## config.mk

```make
export PLATFORM = sky130hd
export DESIGN_NAME = channel_dir_ctrl
export DESIGN_NICKNAME = d
export VERILOG_FILES = /design/src/rtl/channel_dir_ctrl.sv
export SDC_FILE = /design/constraint.sdc
export NUM_CORES = 1
export LEC_CHECK = 0
export CAP_MARGIN = 20
export CORE_ASPECT_RATIO = 1.2
export CORE_MARGIN = 10
export CORE_UTILIZATION = 39
export CTS_CLUSTER_SIZE = 16
export DETAILED_ROUTE_END_ITERATION = 10
export GPL_ROUTABILITY_DRIVEN = 0
export PLACE_DENSITY = 0.71
export REMOVE_ABC_BUFFERS = 1
export SKIP_LAST_GASP = 1
export SYNTH_ARGS = -nofsm -noshare
export SYNTH_HDL_FRONTEND = slang
export SYNTH_SLANG_ARGS = --single-unit
```

## constraint.sdc

```tcl
create_clock -name clk -period 7.4 [get_ports clk]
set_input_delay 0.74 -clock clk [delete_from_list [all_inputs] [get_ports clk]]
set_output_delay 0.74 -clock clk [all_outputs]
set_load 0.01 [all_outputs]
```

## src/rtl/channel_dir_ctrl.sv

```systemverilog
// channel_dir_ctrl
// Direction controller for a bidirectional (tristate) channel shared by
// ends A and B. It grants the channel to one end at a time and switches
// ownership only at packet boundaries. Every reversal passes through a
// dead-time window with both grants low.
//
// Ports
//   clk               rising-edge clock
//   rst               synchronous active-high reset
//   req_a / req_b     end has a packet queued for the channel
//   valid_a / valid_b end presents a flit this cycle
//   tail_a / tail_b   presented flit is the last of its packet
//   full_a / full_b   end's input buffer is full (stalls the far side)
//   gnt_a / gnt_b     registered drive enables, mutually exclusive
//   xfer_a / xfer_b   flit accepted this cycle (combinational)
//   dir               registered direction, 0 = A to B, 1 = B to A
//   state             registered FSM state
//
// state  | meaning
// IDLE   | nobody owns the channel
// OWN_A  | A drives the channel, dir = 0
// OWN_B  | B drives the channel, dir = 1
// TURN   | dead time after a reversal, both grants low
module channel_dir_ctrl #(
   parameter int unsigned TURN_CYC  = 1,
   parameter int unsigned IDLE_TO   = 8,
   parameter logic        RESET_DIR = 1'b0
) (
   input  logic       clk,
   input  logic       rst,
   input  logic       req_a,
   input  logic       valid_a,
   input  logic       tail_a,
   input  logic       full_a,
   input  logic       req_b,
   input  logic       valid_b,
   input  logic       tail_b,
   input  logic       full_b,
   output logic       gnt_a,
   output logic       gnt_b,
   output logic       xfer_a,
   output logic       xfer_b,
   output logic       dir,
   output logic [1:0] state
);

   typedef enum logic [1:0] {
      S_IDLE  = 2'd0,
      S_OWN_A = 2'd1,
      S_OWN_B = 2'd2,
      S_TURN  = 2'd3
   } state_e;

   localparam logic [7:0] IDLE_TO_C = 8'(IDLE_TO);
   localparam logic [2:0] TURN_LD   = 3'(TURN_CYC - 1);

   state_e     state_q, state_d;
   logic       gnt_a_q, gnt_b_q;
   logic       dir_q, dir_d;
   logic       last_q, last_d;       // 0 = A, 1 = B
   logic       in_pkt_q, in_pkt_d;
   logic [7:0] idle_cnt_q, idle_cnt_d;
   logic [2:0] turn_cnt_q, turn_cnt_d;

   logic own_a, own_b, own, xfer, tail, req_own, req_opp, bnd, want_b;

   assign xfer_a = gnt_a_q & valid_a & ~full_b;
   assign xfer_b = gnt_b_q & valid_b & ~full_a;

   always_comb begin
      own_a   = (state_q == S_OWN_A);
      own_b   = (state_q == S_OWN_B);
      own     = own_a | own_b;
      // Only the owner's grant can be high, so the OR is the owner's xfer.
      xfer    = xfer_a | xfer_b;
      tail    = own_a ? tail_a : tail_b;
      req_own = own_a ? req_a : req_b;
      req_opp = own_a ? req_b : req_a;
      // A stalled flit (full receiver) is neither an xfer nor a boundary
      // while a packet is open.
      bnd     = (xfer & tail) | (~in_pkt_q & ~xfer);
      // Contention in IDLE goes to the end that did not own last.
      want_b  = (req_a & req_b) ? ~last_q : req_b;
   end

   always_comb begin
      state_d    = state_q;
      dir_d      = dir_q;
      turn_cnt_d = turn_cnt_q;
      last_d     = last_q;
      in_pkt_d   = in_pkt_q;
      idle_cnt_d = idle_cnt_q;

      unique case (state_q)
         S_IDLE: begin
            if (req_a | req_b) begin
               if (want_b == dir_q) begin
                  state_d = want_b ? S_OWN_B : S_OWN_A;
               end else begin
                  state_d    = S_TURN;
                  dir_d      = ~dir_q;
                  turn_cnt_d = TURN_LD;
               end
            end
         end
         S_OWN_A, S_OWN_B: begin
            if (bnd) begin
               if (req_opp && ((xfer & tail) || !req_own || idle_cnt_q == IDLE_TO_C)) begin
                  state_d    = S_TURN;
                  dir_d      = ~dir_q;
                  turn_cnt_d = TURN_LD;
               end else if (!req_own) begin
                  state_d = S_IDLE;
               end
            end
         end
         S_TURN: begin
            // Completes regardless of the target's request; a target that
            // dropped its request falls back to IDLE at its first boundary.
            if (turn_cnt_q == 3'd0) begin
               state_d = dir_q ? S_OWN_B : S_OWN_A;
            end else begin
               turn_cnt_d = turn_cnt_q - 3'd1;
            end
         end
         default: state_d = S_IDLE;
      endcase

      if (state_d == S_OWN_A && state_q != S_OWN_A) last_d = 1'b0;
      if (state_d == S_OWN_B && state_q != S_OWN_B) last_d = 1'b1;

      if (xfer) in_pkt_d = ~tail;

      if (state_d != state_q || xfer) begin
         idle_cnt_d = 8'd0;
      end else if (own && idle_cnt_q != IDLE_TO_C) begin
         idle_cnt_d = idle_cnt_q + 8'd1;
      end
   end

   always_ff @(posedge clk) begin
      if (rst) begin
         state_q    <= S_IDLE;
         gnt_a_q    <= 1'b0;
         gnt_b_q    <= 1'b0;
         dir_q      <= RESET_DIR;
         last_q     <= 1'b1;
         in_pkt_q   <= 1'b0;
         idle_cnt_q <= 8'd0;
         turn_cnt_q <= 3'd0;
      end else begin
         state_q    <= state_d;
         gnt_a_q    <= (state_d == S_OWN_A);
         gnt_b_q    <= (state_d == S_OWN_B);
         dir_q      <= dir_d;
         last_q     <= last_d;
         in_pkt_q   <= in_pkt_d;
         idle_cnt_q <= idle_cnt_d;
         turn_cnt_q <= turn_cnt_d;
      end
   end

   assign gnt_a = gnt_a_q;
   assign gnt_b = gnt_b_q;
   assign dir   = dir_q;
   assign state = state_q;

endmodule

```

==> results of run 1 <==
## flip-flops by register name (all words and copies together), names as in the netlist
name / cells
idle_cnt_q: 8
last_q: 1
dir: 1
in_pkt_q: 1
gnt_b: 1
state: 2
gnt_a: 1
turn_cnt_q: 3
## worst paths after layout
check                       end  cells after the start  slack, ns
setup / recovery          gnt_a                     10       4.33
hold / removal    turn_cnt_q[2]                      2       0.47
hold reg to reg   turn_cnt_q[2]                      2       0.47
setup reg to reg  idle_cnt_q[6]                      7       4.43
## per-layer routing
metal / part of all wire / wire (um)
met3: 0.058 / 171
met5: 0 / 0
met2: 0.54 / 1580
met1: 0.40 / 1180
met4: 0.0048 / 14
## through the flow
step	hold WS [ns]	util
after floorplan	0.426	-
after global placement	0.438	0.470
after detailed placement	0.453	0.470
after CTS	0.469	0.482
after global routing	0.487	0.482
final	0.465	0.482
## critical path: cells and delay by family
kind,cells,cell delay [ns]
fa+ha+maj,1,0.14
compound gates,3,1.19
buf+inv,2,0.67
simple gates,4,0.54
## layout by cell type (no fill, tap or decap), drive strengths merged, types with 2 or more instances in the layout
cell type | Yosys | layout
a21oi | 7 | 7
a221oi | 2 | 2
a31oi | 2 | 2
a32oi | 2 | 2
and2 | 4 | 4
clkbuf | 2 | 4
clkdlybuf4s50 | 0 | 16
dfxtp | 18 | 18
ha | 10 | 10
inv | 16 | 16
mux2 | 2 | 2
mux2i | 4 | 4
nand2 | 15 | 15
nand2b | 3 | 3
nand3 | 5 | 5
nand3b | 4 | 4
nand4 | 2 | 2
nor2 | 12 | 12
nor3 | 10 | 10
nor3b | 2 | 2
o211ai | 2 | 2
o21ai | 6 | 6
o41ai | 2 | 2
or3 | 2 | 2
or3b | 2 | 2
xnor2 | 3 | 3
xor2 | 4 | 4
## cells by family after synthesis
kind of cell | after synthesis
fa+ha+maj | 10
mux | 6
xor+xnor | 7
simple gates | 64
flops | 18
compound gates | 30
buf+inv | 21
## final cells by class
class / instances / area, um^2 / area share
inverters: 16 / 60.1 / 0.0397
multi-input cells: 117 / 850 / 0.562
clock buffers: 4 / 36.3 / 0.0240
well taps: 36 / 45.0 / 0.0298
repair buffers: 16 / 160 / 0.106
flip-flops and latches: 18 / 360 / 0.238
## report_power, final
group,internal [mW],switching [mW]
logic,0.110,0.150
clock network,0.0300,0.0309
registers,0.113,0.0186
total,0.252,0.199
==> metrics.md, run 1 <==
| Metric | Value |
|---|---|
| Iteration-0 DRC Markers | `90` |
| Total GRT Usage | `0.0996` |
| Sum of negative setup slack | `0 ns` |
| Met1 demand-to-capacity share in global routing | `0.108` |
| Average vias per placed instance | `5.60` |
| Synthesized area per cell | `8.33 um^2` |
| Top flip-flop cell by instance count after synthesis | `sky130_fd_sc_hd__dfxtp_1` |
| Share of synthesized area occupied by flip-flops and latches | `0.277` |
| Buffer count from post-CTS setup fixing | `0` |
| Post-Place Setup Slack | `4.02 ns` |
| Largest net degree at the start of global routing | `11` |
| Peak supply drop | `0.234 mV` |
| Die height | `between 80 and 90 um` |
| Detailed placer's ending HPWL | `2.38 mm` |
| Startpoint-to-endpoint class of the critical path | `input port to flop` |
| CTS-repair resized insts | `0` |
| Share of the synthesized area in compound gates (AO/OA/AOI/OAI) | `0.187` |
| FMAX | `between 300 and 400 MHz` |
| Largest driver fanout on the critical path | `9` |
| Max-Slew Margin vs Limit | `0.503` |
| H-tree lvl count | `1` |
| Mux contribution to synthesized area | `0.0511` |
| Hold bufs inserted after CTS | `0` |
| Hold Path Class | `flop to flop` |
| Number of global-route vias before repair | `between 1k and 1.5k` |
| Unrepaired setup endpoints after global routing | `no` |
| Capturing element type of the critical path | `flop` |
| Launch point of the critical path | `req_a` |
| Synthesis-stage register bit count | `18` |
| Distinct cell type count after synthesis | `between 40 and 50` |
| Synthesized netlist cell count | `156` |
| Slack of the critical path | `between 4 and 5 ns` |
| Cell accounting for the most synthesized area | `sky130_fd_sc_hd__dfxtp_1` |
| CTS root buffer | `sky130_fd_sc_hd__clkbuf_4` |
| Min Clock Period, post-route | `3.07 ns` |
| Simple-gate area share of the yosys netlist | `0.273` |
| Critical Path Source Type | `input port` |
| Number of buffers on the longest clock path | `2` |
| Final Cycle Share | `0.415` |
| Leakage power figure | `0.595 nW` |
| I/O Buffers | `16` |
| CP Cell Sequence | `clkdlybuf4s50_1, nand2_1, and2_1, ha_1, o21ba_2, o31ai_1, inv_1, a221oi_1, nor2_1, and2_1` |
| Final-report hold violation count | `0` |
| Final slew viol count | `0` |
| Number of vias after detailed routing | `1160` |
| Number of antenna violations at the first check in global routing | `0` |
| Post-synthesis share of cell area spent on xor and xnor gates | `0.0472` |
| Antenna viol nets, final | `0` |
| Main combinational cell family by area after synthesis | `simple AND/OR/NAND/NOR gates` |
| Cell type of the slowest stage on the worst timing path | `sky130_fd_sc_hd__clkdlybuf4s50_1` |
| Number of maximum-capacitance constraint violations | `0` |
| Clock Skew | `between 0.001 and 0.0015 ns` |
| Instance count after placement with tap cells included | `around 200` |
| Post-layout instance area | `1510 um^2` |
| Full die area | `6050 um^2` |
| Met3 Use GR | `0.0345` |
| Count of nets after finishing | `192` |
| Fraction of registers with async set or reset after synthesis | `0` |
| DRC violation count after routing | `0` |
| Ports | `17` |
| CTS tree | `done` |
| Starting utilization of the core area | `0.414` |
| Ys Warns | `0` |
| First-pass GRT wire length | `5.19 mm` |
| Antenna diode count | `0` |
| Post-synthesis adder-cell area fraction | `0.0963` |
| Largest cells by area after synthesis | `sky130_fd_sc_hd__dfxtp_1 28%, sky130_fd_sc_hd__ha_1 9.6%, sky130_fd_sc_hd__inv_1 4.6%` |
| CP Data Arrival Time | `3.27 ns` |
| Post-Synthesis Cell Area | `approximately 1300 um^2` |
| Clock latency at the later pin of the worst-skew pair | `0.30 ns` |
| Endpoint required time on the critical path | `7.60 ns` |
| Most common cell in the netlist | `sky130_fd_sc_hd__dfxtp_1` |
| GRT Max-Usage Layer | `met2` |
| Total power draw | `roughly 450 uW` |
| Clk sinks | `18` |
| Total clock buffers created by CTS | `3` |
| Count of endpoints failing setup in the final report | `0` |
| Std-Cell Core Area | `3140 um^2` |
| Final routed wire length divided by cell count | `roughly 14 um` |
| EDFF count, synth | `0` |
| Num rows | `22` |
| Die boundary width | `72.7 um` |
| Area share of the largest cell type after synthesis | `0.277` |
| Transition at the pin with the smallest max-transition slack | `around 0.74 ns` |
| Max stage delay on crit path | `0.58 ns` |
| Overflow after GRT | `0` |
| DR pass1 iterations | `4` |
| Post-layout instance count excluding filler cells | `~210` |
| Final-layout fill cell count | `317` |
| Fraction of met2 tracks used by global routing | `0.176` |
| Pwr per Cell Area | `299 nW/um^2` |
| Commonest cells in the synthesized netlist | `18 x sky130_fd_sc_hd__dfxtp_1, 16 x sky130_fd_sc_hd__inv_1, 15 x sky130_fd_sc_hd__nand2_1, 12 x sky130_fd_sc_hd__nor2_1, 10 x sky130_fd_sc_hd__ha_1` |
| Start point of the worst hold path | `turn_cnt_q[2]` |
| Status | `complete, no violations` |
| Clock edge transition at the registers on the reported setup and hold paths | `approximately 0.1 ns` |
| Routed Wire Length | `2.95 mm` |
| Area added between synthesis and finish | `16.4%` |
| Reg-to-reg critical path startpoint | `state[0]` |
| Share of final-layout standard cells stronger than drive strength 1 | `0.0819` |
| Total cell area at the placement stage | `roughly 1500 um^2` |
| Dominant cell type by count on the critical path | `sky130_fd_sc_hd__and2_1` |
Note: power is estimated with default switching activity, not from simulation.
==> inputs of run 2 (changes only) <==
clock period = 3.1 ns   (was 7.4 ns; I/O delays follow)
==> run 2 against run 1 <==
  * Worst setup slack lost 4.1 ns
  * Register-to-register slack lost 4.2 ns
  * Global-route usage shrank 0.15 points
  * Sequential power grew 130%
  * Flip-flop and latch count is the same
  * Highest routed layer unchanged
  * Cell count grew 1.4%
  * Largest cell class unchanged
  * Final area grew 1.5%
  * Critical path depth shrank 2
  * Combinational power grew to 2.5 times the previous value
==> metrics.md, run 2 (synthesis results as in run 1) <==
| Metric | Value |
|---|---|
| Status | `complete, no violations` |
| Ports | `17` |
| Total clock buffers created by CTS | `3` |
| FMAX | `about 350 MHz` |
| Unrepaired setup endpoints after global routing | `no` |
| CTS-repair resized insts | `0` |
| Number of vias after detailed routing | `1175` |
| Final routed wire length divided by cell count | `13.9 um` |
| Most frequent cells in the layout | `18 x sky130_fd_sc_hd__dfxtp_1, 16 x sky130_fd_sc_hd__inv_1, 16 x sky130_fd_sc_hd__clkdlybuf4s50_1, 15 x sky130_fd_sc_hd__nand2_1, 12 x sky130_fd_sc_hd__nor2_1` |
| Max-Slew Margin vs Limit | `0.569` |
| Final-report hold violation count | `0` |
| Overflow after GRT | `0` |
| Std-Cell Core Area | `roughly 3100 um^2` |
| Leakage power figure | `between 0.6 and 0.7 nW` |
| Die height | `83.2 um` |
| CTS root buffer | `sky130_fd_sc_hd__clkbuf_4` |
| Iteration-0 DRC Markers | `85` |
| Pwr per Cell Area | `720 nW/um^2` |
| Clk sinks | `18` |
| Clock Skew | `around 0.006 ns` |
| Post-layout instance area | `1530 um^2` |
| H-tree lvl count | `1` |
| Transition at the pin with the smallest max-transition slack | `0.640 ns` |
| Count of nets after finishing | `195` |
| Area added between synthesis and finish | `18.1%` |
| CP Cell Sequence | `inv_1, ha_1, mux2_4, a21boi_4, o41ai_4, nor3_2, a2111o_1, nor3_1` |
| Total GRT Usage | `0.0981` |
| DRC violation count after routing | `0` |
| Endpoint required time on the critical path | `3.32 ns` |
| Count of endpoints failing setup in the final report | `0` |
| Final Cycle Share | `0.925` |
| Clock edge transition at the registers on the reported setup and hold paths | `~0.11 ns` |
| Num rows | `22` |
| Min Clock Period, post-route | `2.87 ns` |
| Hold Path Class | `flop to flop` |
| Slack of the worst reg-to-reg path | `0.23 ns` |
| Peak supply drop | `roughly 0.56 mV` |
| Largest net degree at the start of global routing | `11` |
| Commonest non-fill, non-tap cell in the layout | `sky130_fd_sc_hd__dfxtp_1` |
| CP Data Arrival Time | `3.09 ns` |
| I/O Buffers | `16` |
| Max stage delay on crit path | `0.50 ns` |
| Average vias per placed instance | `5.60` |
| Worst path top cell family by delay | `compound AO/OA/AOI/OAI gates` |
| Hold bufs inserted after CTS | `0` |
| Critical Path Source Type | `flop` |
| Top register by number of flip-flops | `idle_cnt_q` |
| Number of global-route vias before repair | `approximately 1.2k` |
| DR pass1 iterations | `4` |
| Die boundary width | `72.7 um` |
| Flip-flop count of the largest register after layout | `8` |
| Cell type of the slowest stage on the worst timing path | `sky130_fd_sc_hd__a2111o_1` |
| CTS tree | `done` |
| Final slew viol count | `0` |
| Number of cells on the worst reg-to-reg path | `8` |
| Full die area | `6050 um^2` |
| Startpoint-to-endpoint class of the critical path | `flop to flop` |
| Clock latency at the later pin of the worst-skew pair | `0.30 ns` |
| Cell depth of the worst min-delay path | `2` |
| Antenna viol nets, final | `0` |
| Buffer count from post-CTS setup fixing | `0` |
| Routed Wire Length | `2.93 mm` |
| Number of maximum-capacitance constraint violations | `0` |
| Starting utilization of the core area | `0.414` |
| Antenna diode count | `0` |
| Number of antenna violations at the first check in global routing | `0` |
| Count of buffer and inverter cells on the critical path | `1` |
| Worst path depth | `8` |
| Sum of negative setup slack | `0 ns` |
| Number of buffers on the longest clock path | `2` |
| Share of final-layout standard cells stronger than drive strength 1 | `0.0977` |
| Capturing element type of the critical path | `flop` |
| Total cell area at the placement stage | `1500 um^2` |
| First-pass GRT wire length | `around 5 mm` |
| Largest driver fanout on the critical path | `8` |
| Detailed placer's ending HPWL | `2.35 mm` |
-- run 2: cell types whose count changed in the layout (fill, tap and decap cells not counted), sizes merged --
cell  before  now
buf        0    3
-- run 2: final cells by class --
cell class                 instances  area (um^2)
inverter                          16         60.1
multi-input combinational        117          850
fill                             302         1600
clock buffer                       4         36.3
sequential                        18          360
tap                               36         45.0
timing repair buffer              19          183
-- run 2: path summary, 6_finish.rpt --
path	to	start
worst min-delay path	turn_cnt_q[1]	turn_cnt_q[1]
worst max register to register	idle_cnt_q[3]	state[1]
worst max-delay path	idle_cnt_q[3]	state[1]
worst min register to register	turn_cnt_q[1]	turn_cnt_q[1]
-- run 2: metrics by stage --
stage                     utilization  setup WS [ns]  cells  hold WS [ns]  power [mW]
after floorplan                     -          0.557    151         0.379       0.756
after detailed placement        0.477          0.199    206         0.447       0.954
final                           0.489          0.232    210         0.461        1.10
after global routing            0.489         0.0263    210         0.490        1.20
after global placement          0.477          0.312    206         0.440       0.939
after CTS                       0.489          0.158    210         0.463        1.11
-- run 2: routing by layer --
layer  GRT usage  vias up  share of wire
met5           0        -              0
met4      0.0276        0          0.014
met3      0.0310        7          0.043
met2       0.170       19           0.52
met1       0.109      565           0.43
li1            -      584              -
-- run 2: worst reg2reg max path, delay by kind of cell (launching register included) --
kind / cells / cell delay (ns)
and+or+nand+nor: 2 / 0.35
buffers and inverters: 1 / 0.17
AOI/OAI and AO/OA: 3 / 1.13
DFF: 1 / 0.38
muxes: 1 / 0.36
adders and majority gates: 1 / 0.40
-- run 2: power breakdown --
part	total, mW	switching, mW	leakage, nW	internal, mW
clock	0.151	0.0790	0.0210	0.0716
combinational	0.651	0.372	0.442	0.280
sequential	0.302	0.0328	0.146	0.269
